**src/rtl/fetch_stage_if.sv**
```systemverilog
// Instruction-memory request/acknowledge bundle between the fetch stage
// (master) and instruction memory (slave).
interface fetch_stage_if #(
    parameter int WORD_WIDTH = 32
);
    logic                  imem_req;
    logic [WORD_WIDTH-1:0] imem_addr;
    logic                  imem_ack;
    logic [WORD_WIDTH-1:0] imem_rdata;

    modport master (
        output imem_req,
        output imem_addr,
        input  imem_ack,
        input  imem_rdata
    );

    modport slave (
        input  imem_req,
        input  imem_addr,
        output imem_ack,
        output imem_rdata
    );
endinterface

```
**src/rtl/fetch_stage.sv**
```systemverilog
// Instruction-fetch stage: owns the PC, fetches over a req/ack handshake with
// wait states, and drives the IF/ID register with freeze hold and branch flush.
module fetch_stage #(
    parameter int                    WORD_WIDTH = 32,
    parameter logic [WORD_WIDTH-1:0] RESET_PC   = {WORD_WIDTH{1'b0}},
    parameter logic [WORD_WIDTH-1:0] PC_INC     = {{(WORD_WIDTH-3){1'b0}}, 3'd4}
) (
    input  logic                  clk,
    input  logic                  rst,
    input  logic                  freeze,
    input  logic                  branch_taken,
    input  logic [WORD_WIDTH-1:0] branch_addr,
    fetch_stage_if.master         imem,
    output logic [WORD_WIDTH-1:0] pc_out,
    output logic [WORD_WIDTH-1:0] instruction_out,
    output logic                  valid_out,
    output logic [31:0]           fetch_count
);

    typedef enum logic [0:0] {
        ST_FETCH = 1'b0,
        ST_HOLD  = 1'b1
    } state_t;

    function automatic logic [WORD_WIDTH-1:0] pc_next(input logic [WORD_WIDTH-1:0] pc);
        return pc + PC_INC;
    endfunction

    state_t                state_r,       state_s;
    logic [WORD_WIDTH-1:0] pc_r,          pc_s;
    logic [WORD_WIDTH-1:0] pc_out_r,      pc_out_s;
    logic [WORD_WIDTH-1:0] instr_out_r,   instr_out_s;
    logic                  valid_out_r,   valid_out_s;
    logic [31:0]           fetch_count_r, fetch_count_s;
    logic [WORD_WIDTH-1:0] hold_pc_r,     hold_pc_s;
    logic [WORD_WIDTH-1:0] hold_instr_r,  hold_instr_s;

    // Request is suppressed while held and during reset so memory never sees a stale PC.
    assign imem.imem_req  = (state_r == ST_FETCH) && !rst;
    assign imem.imem_addr = pc_r;

    assign pc_out          = pc_out_r;
    assign instruction_out = instr_out_r;
    assign valid_out       = valid_out_r;
    assign fetch_count     = fetch_count_r;

    // State, PC, IF/ID and hold-buffer registers.
    always_ff @(posedge clk or posedge rst) begin
        if (rst) begin
            state_r       <= ST_FETCH;
            pc_r          <= RESET_PC;
            pc_out_r      <= {WORD_WIDTH{1'b0}};
            instr_out_r   <= {WORD_WIDTH{1'b0}};
            valid_out_r   <= 1'b0;
            fetch_count_r <= 32'd0;
            hold_pc_r     <= {WORD_WIDTH{1'b0}};
            hold_instr_r  <= {WORD_WIDTH{1'b0}};
        end else begin
            state_r       <= state_s;
            pc_r          <= pc_s;
            pc_out_r      <= pc_out_s;
            instr_out_r   <= instr_out_s;
            valid_out_r   <= valid_out_s;
            fetch_count_r <= fetch_count_s;
            hold_pc_r     <= hold_pc_s;
            hold_instr_r  <= hold_instr_s;
        end
    end

    // Next-state logic: branch beats freeze, freeze beats normal fetch.
    always_comb begin
        state_s       = state_r;
        pc_s          = pc_r;
        pc_out_s      = pc_out_r;
        instr_out_s   = instr_out_r;
        valid_out_s   = valid_out_r;
        fetch_count_s = fetch_count_r;
        hold_pc_s     = hold_pc_r;
        hold_instr_s  = hold_instr_r;

        if (branch_taken) begin
            // A same-cycle ack belongs to the wrong path and is dropped.
            state_s      = ST_FETCH;
            pc_s         = branch_addr;
            pc_out_s     = {WORD_WIDTH{1'b0}};
            instr_out_s  = {WORD_WIDTH{1'b0}};
            valid_out_s  = 1'b0;
            hold_pc_s    = {WORD_WIDTH{1'b0}};
            hold_instr_s = {WORD_WIDTH{1'b0}};
        end else begin
            case (state_r)
                ST_FETCH: begin
                    if (imem.imem_ack) begin
                        if (freeze) begin
                            hold_pc_s    = pc_next(pc_r);
                            hold_instr_s = imem.imem_rdata;
                            state_s      = ST_HOLD;
                        end else begin
                            pc_out_s      = pc_next(pc_r);
                            instr_out_s   = imem.imem_rdata;
                            valid_out_s   = 1'b1;
                            pc_s          = pc_next(pc_r);
                            fetch_count_s = fetch_count_r + 32'd1;
                        end
                    end else begin
                        if (freeze) begin
                            state_s = ST_FETCH;
                        end else begin
                            instr_out_s = {WORD_WIDTH{1'b0}};
                            valid_out_s = 1'b0;
                        end
                    end
                end
                ST_HOLD: begin
                    if (freeze) begin
                        state_s = ST_HOLD;
                    end else begin
                        pc_out_s      = hold_pc_r;
                        instr_out_s   = hold_instr_r;
                        valid_out_s   = 1'b1;
                        pc_s          = pc_next(pc_r);
                        fetch_count_s = fetch_count_r + 32'd1;
                        state_s       = ST_FETCH;
                    end
                end
                default: begin
                    state_s = ST_FETCH;
                end
            endcase
        end
    end

endmodule

```
**src/flat_wrapper.sv**
```systemverilog
// flat-port wrapper written by rule: the top's interface ports become plain ports
module fetch_stage_flat 
#(
    parameter int                    WORD_WIDTH = 32,
    parameter logic [WORD_WIDTH-1:0] RESET_PC   = {WORD_WIDTH{1'b0}},
    parameter logic [WORD_WIDTH-1:0] PC_INC     = {{(WORD_WIDTH-3){1'b0}}, 3'd4}
)
  (clk, rst, freeze, branch_taken, branch_addr, pc_out, instruction_out, valid_out, fetch_count, imem_imem_req, imem_imem_addr, imem_imem_ack, imem_imem_rdata);
  fetch_stage_if #(.WORD_WIDTH(WORD_WIDTH)) imem_i ();
  input  logic clk;
  input  logic rst;
  input  logic freeze;
  input  logic branch_taken;
  input  logic [WORD_WIDTH-1:0] branch_addr;
  output logic [WORD_WIDTH-1:0] pc_out;
  output logic [WORD_WIDTH-1:0] instruction_out;
  output logic valid_out;
  output logic [31:0] fetch_count;
  output wire logic [$bits(imem_i.imem_req)-1:0] imem_imem_req;
  output wire logic [$bits(imem_i.imem_addr)-1:0] imem_imem_addr;
  input wire logic [$bits(imem_i.imem_ack)-1:0] imem_imem_ack;
  input wire logic [$bits(imem_i.imem_rdata)-1:0] imem_imem_rdata;
  assign imem_imem_req = imem_i.imem_req;
  assign imem_imem_addr = imem_i.imem_addr;
  assign imem_i.imem_ack = imem_imem_ack;
  assign imem_i.imem_rdata = imem_imem_rdata;
  fetch_stage #(.WORD_WIDTH(WORD_WIDTH), .RESET_PC(RESET_PC), .PC_INC(PC_INC)) u_core (.clk(clk), .rst(rst), .freeze(freeze), .branch_taken(branch_taken), .branch_addr(branch_addr), .imem(imem_i), .pc_out(pc_out), .instruction_out(instruction_out), .valid_out(valid_out), .fetch_count(fetch_count));
endmodule
```
**config.mk**
```make
export PLATFORM = sky130hd
export DESIGN_NAME = fetch_stage_flat
export DESIGN_NICKNAME = d
export VERILOG_FILES = /design/src/rtl/fetch_stage_if.sv /design/src/rtl/fetch_stage.sv /design/src/flat_wrapper.sv
export SDC_FILE = /design/constraint.sdc
export NUM_CORES = 1
export LEC_CHECK = 0
export CORE_MARGIN = 2
export CORE_UTILIZATION = 48
export CTS_BUF_LIST = sky130_fd_sc_hd__clkbuf_8
export DETAILED_ROUTE_END_ITERATION = 6
export HOLD_SLACK_MARGIN = 0.05
export PLACE_DENSITY = 0.85
export SLEW_MARGIN = 40
export SYNTH_ARGS = -nofsm -noshare
export SYNTH_HDL_FRONTEND = slang
export SYNTH_SLANG_ARGS = --single-unit
```
**constraint.sdc**
```tcl
create_clock -name clk -period 5.95 [get_ports clk]
set_input_delay 1.19 -clock clk [delete_from_list [all_inputs] [get_ports clk]]
set_output_delay 1.19 -clock clk [all_outputs]
set_load 0.005 [all_outputs]
```
==> results of run 1 <==
==> area by class of cell <==
type,instances,area [sq um]
clock buffers,19,262
clock inverters,13,183
fillers,1617,7370
inverters,11,45.0
multi-input cells,730,4140
flip-flops and latches,194,4860
well taps,265,332
repair buffers,207,2080
==> Yosys cell counts (15+ instances only) <==
library cell	number
dfrtp_1	194
nand2_1	155
a21oi_1	93
nor3_1	39
clkbuf_1	49
and3_1	15
nand4_1	15
o21ai_0	35
a211oi_1	21
nand3_1	22
xnor2_1	60
a22oi_1	32
nor2_1	121
xor2_1	21
==> registers in the layout (all words and copies together), names as in the netlist <==
name / cells
u_core.fetch_count: 32
u_core.hold_instr_r: 32
u_core.hold_pc_r: 32
u_core.imem.imem_addr: 32
u_core.instruction_out: 32
u_core.pc_out: 32
u_core.state_r: 1
u_core.valid_out: 1
==> worst paths after layout <==
path	depth (start not counted)	from	slack, ns	end
worst max register to register	5	u_core.imem.imem_addr[18]$_DFFE_PP0P_	3.13	u_core.pc_out[29]$_DFFE_PP0P_
max in group asynchronous	3	rst	3.85	u_core.state_r$_DFF_PP0_
min in group asynchronous	2	rst	1.15	u_core.pc_out[22]$_DFFE_PP0P_
worst min-delay path	1	u_core.fetch_count[31]$_DFFE_PP0P_	0.47	u_core.fetch_count[31]$_DFFE_PP0P_
worst max-delay path	3	u_core.state_r$_DFF_PP0_	2.48	imem_imem_req
worst min register to register	1	u_core.fetch_count[31]$_DFFE_PP0P_	0.47	u_core.fetch_count[31]$_DFFE_PP0P_
==> critical path, cell delays in order, from the launching register on <==
cell,delay [ns]
dfrtp_2,0.55
buf_4,0.63
nor2_1,0.11
clkdlybuf4s50_1,0.48
==> kinds of logic after synthesis <==
| family | share of synthesized area (%) |
|---|---|
| simple gates | 20.9 |
| compound gates | 14.4 |
| flops | 51.9 |
| buf+inv | 4.17 |
| xor+xnor | 7.58 |
| mux | 0.789 |
| fa+ha+maj | 0.267 |
==> routing by layer <==
| layer | GRT usage (%) | vias up | wire length (um) |
|---|---|---|---|
| met5 | 0 | - | 0 |
| met4 | 6.30 | 0 | 343 |
| met3 | 4.13 | 24 | 1220 |
| met2 | 38.2 | 283 | 11700 |
| met1 | 31.5 | 3827 | 10400 |
| li1 | - | 3799 | - |
==> stage by stage <==
stage / hold WS, ns / worst slack [ns]
5_1_grt: 0.499 / 2.37
6_report: 0.468 / 2.48
3_5_place_dp: 0.458 / 2.09
2_1_floorplan: 0.465 / 2.26
3_3_place_gp: 0.455 / 2.16
4_1_cts: 0.475 / 2.48
==> power by group through the flow <==
| stage | Sequential, mW | Combinational, mW | Clock (mW) |
|---|---|---|---|
| after CTS | 1.49 | 0.474 | 0.963 |
| after floorplan | 1.49 | 0.248 | 0 |
| after detailed placement | 1.51 | 0.471 | 0 |
| after global routing | 1.50 | 0.517 | 1.02 |
| after global placement | 1.51 | 0.458 | 0 |
| final | 1.49 | 0.470 | 0.945 |
==> flow_summary.yaml, run 1 <==
power:
  p_sw_mw: 0.788
  switching_share_pct: 27.1
  peakVddDrop_mv: 0.142
  p_per_area_nw_per_um2: 244
  comb_power_share_pct: 16.2
  p_int_mw: 2.12
  p_seq_share_pct: 51.3
  p_leak_nw: 4.81
  fin_total_pwr_mw: 2.91
  pwr-share-clk_pct: 32.5
logic_synthesis:
  ys_seq_elements: 194
  ys_top_cells_by_area: "dfrtp_1 (52%), nand2_1 (6.2%), xnor2_1 (5.6%), a21oi_1 (5.0%), nor2_1 (4.9%)"
  avgSynthCellArea_sq_um: 9.25
  syn_nets: 1083
  yosys_most_used_dff: "dfrtp_1"
  synth_edf_count: 0
  ys_warn_count: 0
  syn-cell-area_sq_um: 9360
  synthCells: 1012
  yosysSeqAreaShare_pct: 51.9
  async_flop_share_pct: 100
  synth.top_cell.area_share_pct: 51.9
  ys_types: 59
  synth_area_leader_cell: "dfrtp_1"
die:
  dieArea_sq_um: 20600
  core_sq_um: 19300
  fp.dieW_um: 144
  initial_core_util_pct: 48.6
  io_pins: 199
  fp.dieH_um: 144
  rows: 51
drt:
  drc: 0
  via_count: 7933
  ant_nets: 0
  wl_per_cell_um: 16.4
  drtIter0Drc: 697
  wirelength_um: 23600
  vias_per_cell: 5.51
  drt_pass1_iterations: 5
finish:
  final_common_cell: "clkdlybuf4s50_1"
  area_growth_pct: 27.2
  instances_no_fill: 1439
  drive_gt1_share_pct: 5.54
  fin_util_pct: 61.8
  n_antenna_cell: 0
  layout_common_cells: "clkdlybuf4s50_1 (196), dfrtp_1 (193), nand2_1 (154), nor2_1 (121), a21oi_1 (93)"
  final_nets: 1232
  final_area_sq_um: 11900
critical_path:
  end_kind: "output port"
  cp_max_fo: 63
  cp.required_ns: 4.76
  start_kind: "flop"
  cp.arrival_ns: 2.28
  crit_type: "flop to output port"
clock_network:
  cts.sinks: 194
  cts_resized: 0
  cts_buffers: 17
  root_buffer: "clkbuf_8"
  cts_buffer_depth: 2
  clock_latency_ns: 0.46
  path_clk_slew_ns: 0.09
  cts_tree: "done"
  postCtsSetupRepairBufs: 0
  holdBufCountCts: 0
  htree_num_levels: 4
worst_hold_path:
  hp-class: "flop to flop"
sta:
  maxSlewViolCount: 0
  worstMarginPinSlew_ns: 0.726
  period_needed_ns: 3.47
  hold_violations: 0
  setup_violations: 0
  finalCritPeriodShare_pct: 58.3
  max_freq_ghz: 0.288
  tns_ns: 0
  max_slew_margin_pct: 51.6
  clock-skew-final_ns: 0.0114
  grt_setup_unrepaired: "no"
grt:
  gr-usage-all-layers_pct: 23.1
  grt_pass1_wl_um: 38200
  grt_pass1_vias: 7605
  grt_remaining_overflow: 0
  grt_max_degree: 110
  grt_antenna_before_repair: 0
placement:
  dpl.cell_count: 1407
  place_hpwl_um: 15900
  place_area_sq_um: 11500
  globalplace.congestion: 0.851
  portBuffers: 198
outcome:
  run_status: "complete, no violations"
job:
  drv_cap: 0
No activity file was read; power rests on OpenSTA's default activity.
==> run 2: changes to the inputs <==
Clock period 5.95 ns to 3.01 ns, I/O delays scaled along.
==> run 2 against run 1 <==
Critical path depth grew 3. Die area unchanged. Register-to-register slack got worse by 2.6 ns. Setup slack got worse by 2.0 ns. Utilization is 0.48 points higher. Worst hold slack about the same. Clock power up 96%. Sequential cell count did not move. Clock skew rose by 0.0030 ns. Count of clock-buffer cells in the layout fell by 1. Via count is 1.1% higher. Power is 98% higher.
==> flow_summary.yaml, run 2 (synthesis gave the netlist of run 1 again) <==
outcome:
  run_status: "complete, no violations"
clock_network:
  holdBufCountCts: 0
  cts_tree: "done"
  path_clk_slew_ns: 0.10
  cts_resized: 0
  postCtsSetupRepairBufs: 0
  root_buffer: "clkbuf_8"
  cts.sinks: 194
  htree_num_levels: 4
  clock_latency_ns: 0.47
  cts_buffers: 17
  cts_buffer_depth: 2
drt:
  drtIter0Drc: 650
  drt_pass1_iterations: 5
  via_count: 8023
  vias_per_cell: 5.53
  wl_per_cell_um: 16.6
  wirelength_um: 24100
  ant_nets: 0
  drc: 0
placement:
  place_hpwl_um: 16600
  dpl.cell_count: 1421
  globalplace.congestion: 0.885
  place_area_sq_um: 11600
  portBuffers: 198
grt:
  grt_max_degree: 145
  grt.met2_usage_pct: 37.0
  grt_antenna_before_repair: 0
  grt_remaining_overflow: 0
  grt_pass1_wl_um: 39000
  busiest_layer: "met2"
  use_met3_pct: 4.43
  grt_pass1_vias: 7639
  use_met1_pct: 33.3
  gr-usage-all-layers_pct: 23.7
sta:
  max_freq_ghz: 0.403
  period_needed_ns: 2.48
  setup_violations: 0
  hold_ws_ns: 0.468
  maxSlewViolCount: 0
  max_slew_margin_pct: 58.4
  tns_ns: 0
  grt_setup_unrepaired: "no"
  worstMarginPinSlew_ns: 0.624
  hold_violations: 0
  finalCritPeriodShare_pct: 82.4
  clock-skew-final_ns: 0.0144
die:
  core_sq_um: 19300
  io_pins: 199
  dieArea_sq_um: 20600
  initial_core_util_pct: 48.6
  fp.dieH_um: 144
  fp.dieW_um: 144
  rows: 51
critical_path:
  crit_type: "flop to flop"
  reg2reg_setup_slack_ns: 0.53
  cp.arrival_ns: 2.84
  cp_max_fo: 12
  cp.required_ns: 3.37
  start_kind: "flop"
  startpoint: "u_core.imem.imem_addr[2]$_DFFE_PP0P_"
  regToRegStartpoint: "u_core.imem.imem_addr[2]$_DFFE_PP0P_"
  r2r_cells: 6
  cp-endpoint: "u_core.hold_pc_r[20]$_DFFE_PP0P_"
  end_kind: "flop"
  r2r_end: "u_core.hold_pc_r[20]$_DFFE_PP0P_"
finish:
  final_common_cell: "clkdlybuf4s50_1"
  area_growth_pct: 28.2
  instances_no_fill: 1452
  final_area_sq_um: 12000
  layout_common_cells: "clkdlybuf4s50_1 (196), dfrtp_1 (193), nand2_1 (154), nor2_1 (121), a21oi_1 (93)"
  n_antenna_cell: 0
  final_nets: 1246
  drive_gt1_share_pct: 6.74
  fin_util_pct: 62.2
worst_hold_path:
  hp-class: "flop to flop"
  hold_path_depth: 1
power:
  p_per_area_nw_per_um2: 479
  peakVddDrop_mv: 0.284
  p_leak_nw: 4.87
job:
  drv_cap: 0
run 2: through the flow:
stage	total power, mW	setup WS, ns
global route	6.00	0.301
floorplan	3.44	-0.0964
detailed placement	3.94	0.446
finish	5.74	0.529
global placement	3.91	0.505
CTS	5.78	0.529
run 2: worst max-delay path: stages, from the launching register on:
cell,delay [ns]
dfrtp_1,0.51
ha_1,0.34
and3_1,0.23
nand3_1,0.42
nor3_1,0.40
xnor2_1,0.14
a211oi_1,0.34
run 2: area by class of cell:
class,instances,area (sq um)
well taps,265,332
repair buffers,221,2200
inverters,11,45.0
clock inverters,13,181
multi-input cells,730,4130
flip-flops and latches,194,4860
fillers,1583,7280
clock buffers,18,248
run 2: per-layer routing:
| layer | up-vias | routed length, um |
|---|---|---|
| li1 | 3817 | - |
| met1 | 3834 | 10600 |
| met2 | 328 | 11400 |
| met3 | 44 | 1610 |
| met4 | 0 | 495 |
| met5 | - | 0 |
run 2: how the worst min path moves through the flow:
stage	startpoint	endpoint
after floorplan	u_core.fetch_count[31]$_DFFE_PP0P_	u_core.fetch_count[31]$_DFFE_PP0P_
after global placement	u_core.fetch_count[31]$_DFFE_PP0P_	u_core.fetch_count[31]$_DFFE_PP0P_
after detailed placement	u_core.fetch_count[31]$_DFFE_PP0P_	u_core.fetch_count[31]$_DFFE_PP0P_
after CTS	u_core.fetch_count[31]$_DFFE_PP0P_	u_core.fetch_count[31]$_DFFE_PP0P_
after global routing	u_core.fetch_count[31]$_DFFE_PP0P_	u_core.fetch_count[31]$_DFFE_PP0P_
final	u_core.fetch_count[31]$_DFFE_PP0P_	u_core.fetch_count[31]$_DFFE_PP0P_
run 2: where the power goes:
part | internal [mW] | total (mW) | switching [mW]
clock network | 0.925 | 1.85 | 0.929
registers | 2.76 | 2.94 | 0.182
logic | 0.486 | 0.945 | 0.459
